`config.mk`:
```
export PLATFORM = sky130hd
export DESIGN_NAME = reg_bus_reader_flat
export DESIGN_NICKNAME = d
export VERILOG_FILES = /design/src/rtl/reg_bus_reader_if.sv /design/src/rtl/reg_bus_reader.sv /design/src/flat_wrapper.sv
export SDC_FILE = /design/constraint.sdc
export NUM_CORES = 1
export LEC_CHECK = 0
export ABC_CLOCK_PERIOD_IN_PS = 2450
export CORE_MARGIN = 5
export CORE_UTILIZATION = 32
export DETAILED_ROUTE_END_ITERATION = 8
export GPL_TIMING_DRIVEN = 0
export PLACE_DENSITY_LB_ADDON = 0.12
export SLEW_MARGIN = 20
export SYNTH_ARGS = -nofsm -noshare
export SYNTH_HDL_FRONTEND = slang
export SYNTH_SLANG_ARGS = --single-unit
```
`constraint.sdc`:
```
create_clock -name Clock -period 2.45 [get_ports Clock]
set_clock_uncertainty 0.2 [all_clocks]
set_input_delay 0.49 -clock Clock [delete_from_list [all_inputs] [get_ports Clock]]
set_output_delay 0.49 -clock Clock [all_outputs]
set_load 0.005 [all_outputs]
```
`src/rtl/reg_bus_reader_if.sv`:
```
// Bus/handshake bundle between the control unit (master) and reg_bus_reader (slave).
interface reg_bus_reader_if #(
    parameter int WIDTH = 16,
    parameter int NREGS = 8
);
    logic [WIDTH*NREGS-1:0] RegBank;
    logic [WIDTH-1:0]       DIN;
    logic                   Req;
    logic [3:0]             Sel;
    logic [2:0]             Count;
    logic [WIDTH-1:0]       BusOut;
    logic                   BusValid;
    logic                   Busy;
    logic                   Ack;
    logic                   Err;

    modport master (
        output RegBank, DIN, Req, Sel, Count,
        input  BusOut, BusValid, Busy, Ack, Err
    );

    modport slave (
        input  RegBank, DIN, Req, Sel, Count,
        output BusOut, BusValid, Busy, Ack, Err
    );
endinterface

```
`src/rtl/reg_bus_reader.sv`:
```
// Register-bank read port: drives R0..R7 or DIN onto the bus under a four-phase req/ack.
// Define REG_BUS_READER_BURST_EN to honour Count and stream consecutive registers.
module reg_bus_reader #(
    parameter int WIDTH = 16,
    parameter int NREGS = 8
) (
    input logic             Clock,
    input logic             Resetn,
    reg_bus_reader_if.slave bus
);

    typedef enum logic [1:0] {IDLE, DRIVE, DONE} state_t;

    state_t state;

    function automatic logic [WIDTH-1:0] pick(input logic [3:0]             s,
                                              input logic [WIDTH*NREGS-1:0] bank,
                                              input logic [WIDTH-1:0]       din);
        if (s == 4'd8) return din;
        if (s > 4'd8) return '0;
        return bank[WIDTH*int'(s[2:0]) +: WIDTH];
    endfunction

`ifdef REG_BUS_READER_BURST_EN
    logic [3:0] src;
    logic [2:0] remaining;

    // DIN stays on source 8 and is resampled; registers wrap 7 -> 0.
    function automatic logic [3:0] next_src(input logic [3:0] s);
        if (s == 4'd8) return 4'd8;
        return {1'b0, s[2:0] + 3'd1};
    endfunction
`else
    logic count_unused;
    assign count_unused = ^bus.Count;
`endif

    always_ff @(posedge Clock or negedge Resetn) begin
        if (!Resetn) begin
            state        <= IDLE;
            bus.BusOut   <= '0;
            bus.BusValid <= 1'b0;
            bus.Busy     <= 1'b0;
            bus.Ack      <= 1'b0;
            bus.Err      <= 1'b0;
`ifdef REG_BUS_READER_BURST_EN
            src          <= '0;
            remaining    <= '0;
`endif
        end else begin
            case (state)
                IDLE: begin
                    if (bus.Req) begin
                        bus.Busy <= 1'b1;
                        if (bus.Sel <= 4'd8) begin
                            bus.BusOut   <= pick(bus.Sel, bus.RegBank, bus.DIN);
                            bus.BusValid <= 1'b1;
                            bus.Err      <= 1'b0;
                            state        <= DRIVE;
`ifdef REG_BUS_READER_BURST_EN
                            src          <= bus.Sel;
                            remaining    <= bus.Count;
`endif
                        end else begin
                            // Invalid source: no data phase, acknowledge with an error.
                            bus.BusOut <= '0;
                            bus.Err    <= 1'b1;
                            bus.Ack    <= 1'b1;
                            state      <= DONE;
                        end
                    end
                end
                DRIVE: begin
`ifdef REG_BUS_READER_BURST_EN
                    if (remaining != 3'd0) begin
                        src        <= next_src(src);
                        bus.BusOut <= pick(next_src(src), bus.RegBank, bus.DIN);
                        remaining  <= remaining - 3'd1;
                    end else
`endif
                    begin
                        bus.BusValid <= 1'b0;
                        bus.Ack      <= 1'b1;
                        state        <= DONE;
                    end
                end
                DONE: begin
                    if (!bus.Req) begin
                        bus.Ack  <= 1'b0;
                        bus.Busy <= 1'b0;
                        state    <= IDLE;
                    end
                end
                default: state <= IDLE;
            endcase
        end
    end

endmodule

```
`src/flat_wrapper.sv`:
```
// flat-port wrapper written by rule: the top's interface ports become plain ports
module reg_bus_reader_flat 
#(
    parameter int WIDTH = 16,
    parameter int NREGS = 8
)
  (Clock, Resetn, bus_RegBank, bus_DIN, bus_Req, bus_Sel, bus_Count, bus_BusOut, bus_BusValid, bus_Busy, bus_Ack, bus_Err);
  reg_bus_reader_if #(.WIDTH(WIDTH), .NREGS(NREGS)) bus_i ();
  input logic Clock;
  input logic Resetn;
  input wire logic [$bits(bus_i.RegBank)-1:0] bus_RegBank;
  input wire logic [$bits(bus_i.DIN)-1:0] bus_DIN;
  input wire logic [$bits(bus_i.Req)-1:0] bus_Req;
  input wire logic [$bits(bus_i.Sel)-1:0] bus_Sel;
  input wire logic [$bits(bus_i.Count)-1:0] bus_Count;
  output wire logic [$bits(bus_i.BusOut)-1:0] bus_BusOut;
  output wire logic [$bits(bus_i.BusValid)-1:0] bus_BusValid;
  output wire logic [$bits(bus_i.Busy)-1:0] bus_Busy;
  output wire logic [$bits(bus_i.Ack)-1:0] bus_Ack;
  output wire logic [$bits(bus_i.Err)-1:0] bus_Err;
  assign bus_i.RegBank = bus_RegBank;
  assign bus_i.DIN = bus_DIN;
  assign bus_i.Req = bus_Req;
  assign bus_i.Sel = bus_Sel;
  assign bus_i.Count = bus_Count;
  assign bus_BusOut = bus_i.BusOut;
  assign bus_BusValid = bus_i.BusValid;
  assign bus_Busy = bus_i.Busy;
  assign bus_Ack = bus_i.Ack;
  assign bus_Err = bus_i.Err;
  reg_bus_reader #(.WIDTH(WIDTH), .NREGS(NREGS)) u_core (.Clock(Clock), .Resetn(Resetn), .bus(bus_i));
endmodule
```
==> reports/metrics.csv <==
stage,metric,value,unit
clock_network,H-tree levels,1,
sta,Worst Tran Pin Value,0.5104,ns
sta,Max-slew headroom,65.97,%
global_routing,gr usage total,20.14,%
synth,Syn Std Cell Area,2003,µm²
pwr,Worst IR Drop VDD,0.2940,mV
die,Die Y,89.12,µm
placed_design,GP Congestion,0.7820,
final_layout,"commonest non-fill, non-tap cell in the layout",clkdlybuf4s50_1,
clock_network,insertion delay to the later sink of the worst-skew pair,0.25,ns
die,DIE AREA,7942,µm²
placed_design,Port Buffers,167,
drt,Iter 0 DRT Violations,59,
clock_network,hold buffers post-CTS,0,
synth,Post-synth EDFFs,0,
synth,yosys warns,0,
sta,Fin Hold WS,-0.003140,ns
drt,final wirelength,8.001,mm
drt,drt pass-1 iters,4,
global_routing,GRT Residual Overflow,0,
clock_network,clock-pin slew on the worst setup and hold paths,0.08,ns
setup_path,critical path class,in2reg,
die,top-level I/O count,174,
setup_path,CP Data Arrival Time,2.31,ns
clock_network,Root Driver,clkbuf_8,
setup_path,CP max FO,10,
synth,ys async rst share,100.0,%
global_routing,first-pass GRT wire length,12.41,mm
sta,final-report setup violation count,0,
run_status,status,finished with violations,
synth,Syn Nets,367,
pwr,sequential power share,33.7,%
final_layout,# diodes,0,
setup_path,critical path startpoint category,input port,
pwr,sw frac,27.84,%
sta,RSZ-0062 raised after global routing,false,
placed_design,hpwl dp,7.029,mm
global_routing,largest net degree at the start of global routing,23,
clock_network,CTS tree,yes,
run_status,failing checks,hold timing,
synth,syn_area_per_cell,9.405,µm²
setup_path,data required time at the worst endpoint,2.45,ns
pwr,Leak,1.640,nW
final_layout,final cell count without fillers,459,
drt,number of vias in the routed layout,2354,
run,Max Cap Viol,0,
clock_network,Num CTS Buffers,3,
global_routing,initial antenna violation count,0,
setup_path,CP Capture Type,flop,
final_layout,area grow syn2layout,90.69,%
pwr,part of the power in combinational logic,49.1,%
sta,"Slew Viols, Final",0,
final_layout,FILL cells,523,
pwr,Int Power,0.001069,W
pwr,pwr/cell area,388.0,nW/µm²
synth,synthesized flop and latch total,22,
synth,"Seq/Total Area, Yosys",27.48,%
final_layout,Nets,539,
synth,Post-Synthesis Cells,213,
synth,Synth cell types,24,
sta,final count of hold timing violations,7,
drt,vias per cell,5.129,
clock_network,clk buf depth,2,
die,# rows,28,
final_layout,ratio of cells with drive above 1 in the final layout,7.292,%
placed_design,placed cell count,455,
global_routing,vias in the first global route,2617,
drt,drc violations,0,
final_layout,area of the multi-input gates,1351,µm²
die,core region area,5991,µm²
final_layout,register area,550.5,µm²
pwr,clock share of power,17.2,%
die,Initial Util,33.44,%
final_layout,"commonest non-fill, non-tap cells in the layout","166 x clkdlybuf4s50_1, 65 x mux2i_1, 38 x a22oi_1, 22 x dfrtp_1, 17 x nand2_1",
die,Die Wd,89.12,µm
drt,Post-DRT Antenna Nets,0,
pwr,NetSw,0.0004127,W
drt,Routed WL per cell,17.43,µm
sta,Tmin final,2.310,ns
sta,Final period util,94.28,%
synth,ys flop type,dfrtp_1,
clock_network,Sink Count,22,
hold_path,Min-Delay Path Class,in2async,
sta,Fmax,432.9,MHz
## power by group through the flow
stage | Clock (W) | Combinational [W] | Sequential (W)
2_1_floorplan | 0 | 0.000262 | 0.000509
3_5_place_dp | 0 | 0.000737 | 0.000506
5_1_grt | 0.000278 | 0.000794 | 0.000509
4_1_cts | 0.000261 | 0.000738 | 0.000500
3_3_place_gp | 0 | 0.000726 | 0.000504
6_report | 0.000255 | 0.000728 | 0.000499
## area by class of cell
class / instances / area share [%]
buffer: 19 / 2.489
clock buffer: 4 / 1.441
inverter: 2 / 0.1965
multi-input combinational: 170 / 35.38
sequential: 22 / 14.41
tap: 75 / 2.457
timing repair buffer: 167 / 43.63
## state kept, by name, summed over array words and instances, names as in the netlist
signal / flops
u_core.bus.Busy: 1
u_core.state: 2
u_core.bus.BusOut: 16
u_core.bus.Err: 1
u_core.bus.Ack: 1
u_core.bus.BusValid: 1
## worst paths after layout
path / from / end / slack [ns] / cells after the start
worst max register to register: u_core.state[1] / u_core.bus.BusOut[9] / 0.51 / 5
worst min-delay path: Resetn / u_core.bus.BusOut[8] / -0.003 / 1
worst min register to register: u_core.bus.Err / u_core.bus.Err / 0.30 / 2
max in group asynchronous: Resetn / u_core.bus.BusOut[11] / 1.71 / 1
min in group Clock: u_core.bus.Err / u_core.bus.Err / 0.30 / 2
worst max-delay path: bus_Req / u_core.bus.BusOut[9] / 0.14 / 6
## critical path, cell delays in order
cell and delay (ns):
clkdlybuf4s50_1 0.58, or3b_1 0.43, nor2_2 0.26, clkbuf_2 0.31, nand3_1 0.15, nand2_1 0.09
## per-layer routing
| layer | track usage (%) | up-vias | part of all wire [%] |
|---|---|---|---|
| met1 | 22.32 | 1072 | 35 |
| met2 | 37.98 | 99 | 54 |
| met3 | 4.700 | 18 | 8.0 |
| li1 | - | 1165 | - |
| met5 | 0 | - | 0 |
| met4 | 5.683 | 0 | 2.6 |
## Yosys cell counts, types with 2 or more instances
| cell type | number | share of area (%) |
|---|---|---|
| mux2i_1 | 65 | 32 |
| a22oi_1 | 38 | 14 |
| dfrtp_1 | 22 | 27 |
| nand2_1 | 17 | 3.2 |
| nand3_1 | 16 | 4.0 |
| a22oi_2 | 10 | 6.2 |
| buf_2 | 9 | 2.2 |
| clkbuf_1 | 8 | 1.5 |
| nor2b_1 | 4 | 1.2 |
| o21ai_0 | 4 | 1.0 |
| a21oi_1 | 3 | 0.75 |
| nor2_1 | 3 | 0.56 |
| and2_1 | 2 | 0.62 |
| inv_1 | 2 | 0.37 |
## stage by stage
stage | setup slack [ns] | utilization [%] | power (W) | setup TNS, ns | cell area, µm²
after detailed placement | -0.3174 | 62.91 | 0.001243 | -2.555 | 3769
after global placement | -0.3188 | 62.91 | 0.001230 | -2.647 | 3769
final | 0.1402 | 63.76 | 0.001482 | 0 | 3820
after CTS | 0.1366 | 63.85 | 0.001499 | 0 | 3825
after floorplan | 0.5935 | - | 0.0007709 | 0 | 2003
after global routing | 0.04472 | 63.76 | 0.001582 | 0 | 3820
## timing repair
| action | 4_1_cts | 5_1_grt |
|---|---|---|
| endpoints found under the setup margin | 3 | 0 |
| gates resized for setup | 1 | 0 |
| setup buffers | 0 | 0 |
## cell families after synthesis
logic type	share of synthesized area [%]
muxes	32.48
AOI/OAI and AO/OA	23.98
and+or+nand+nor	10.99
DFF	27.48
buffers and inverters	5.059
No activity file was read; power rests on OpenSTA's default activity.
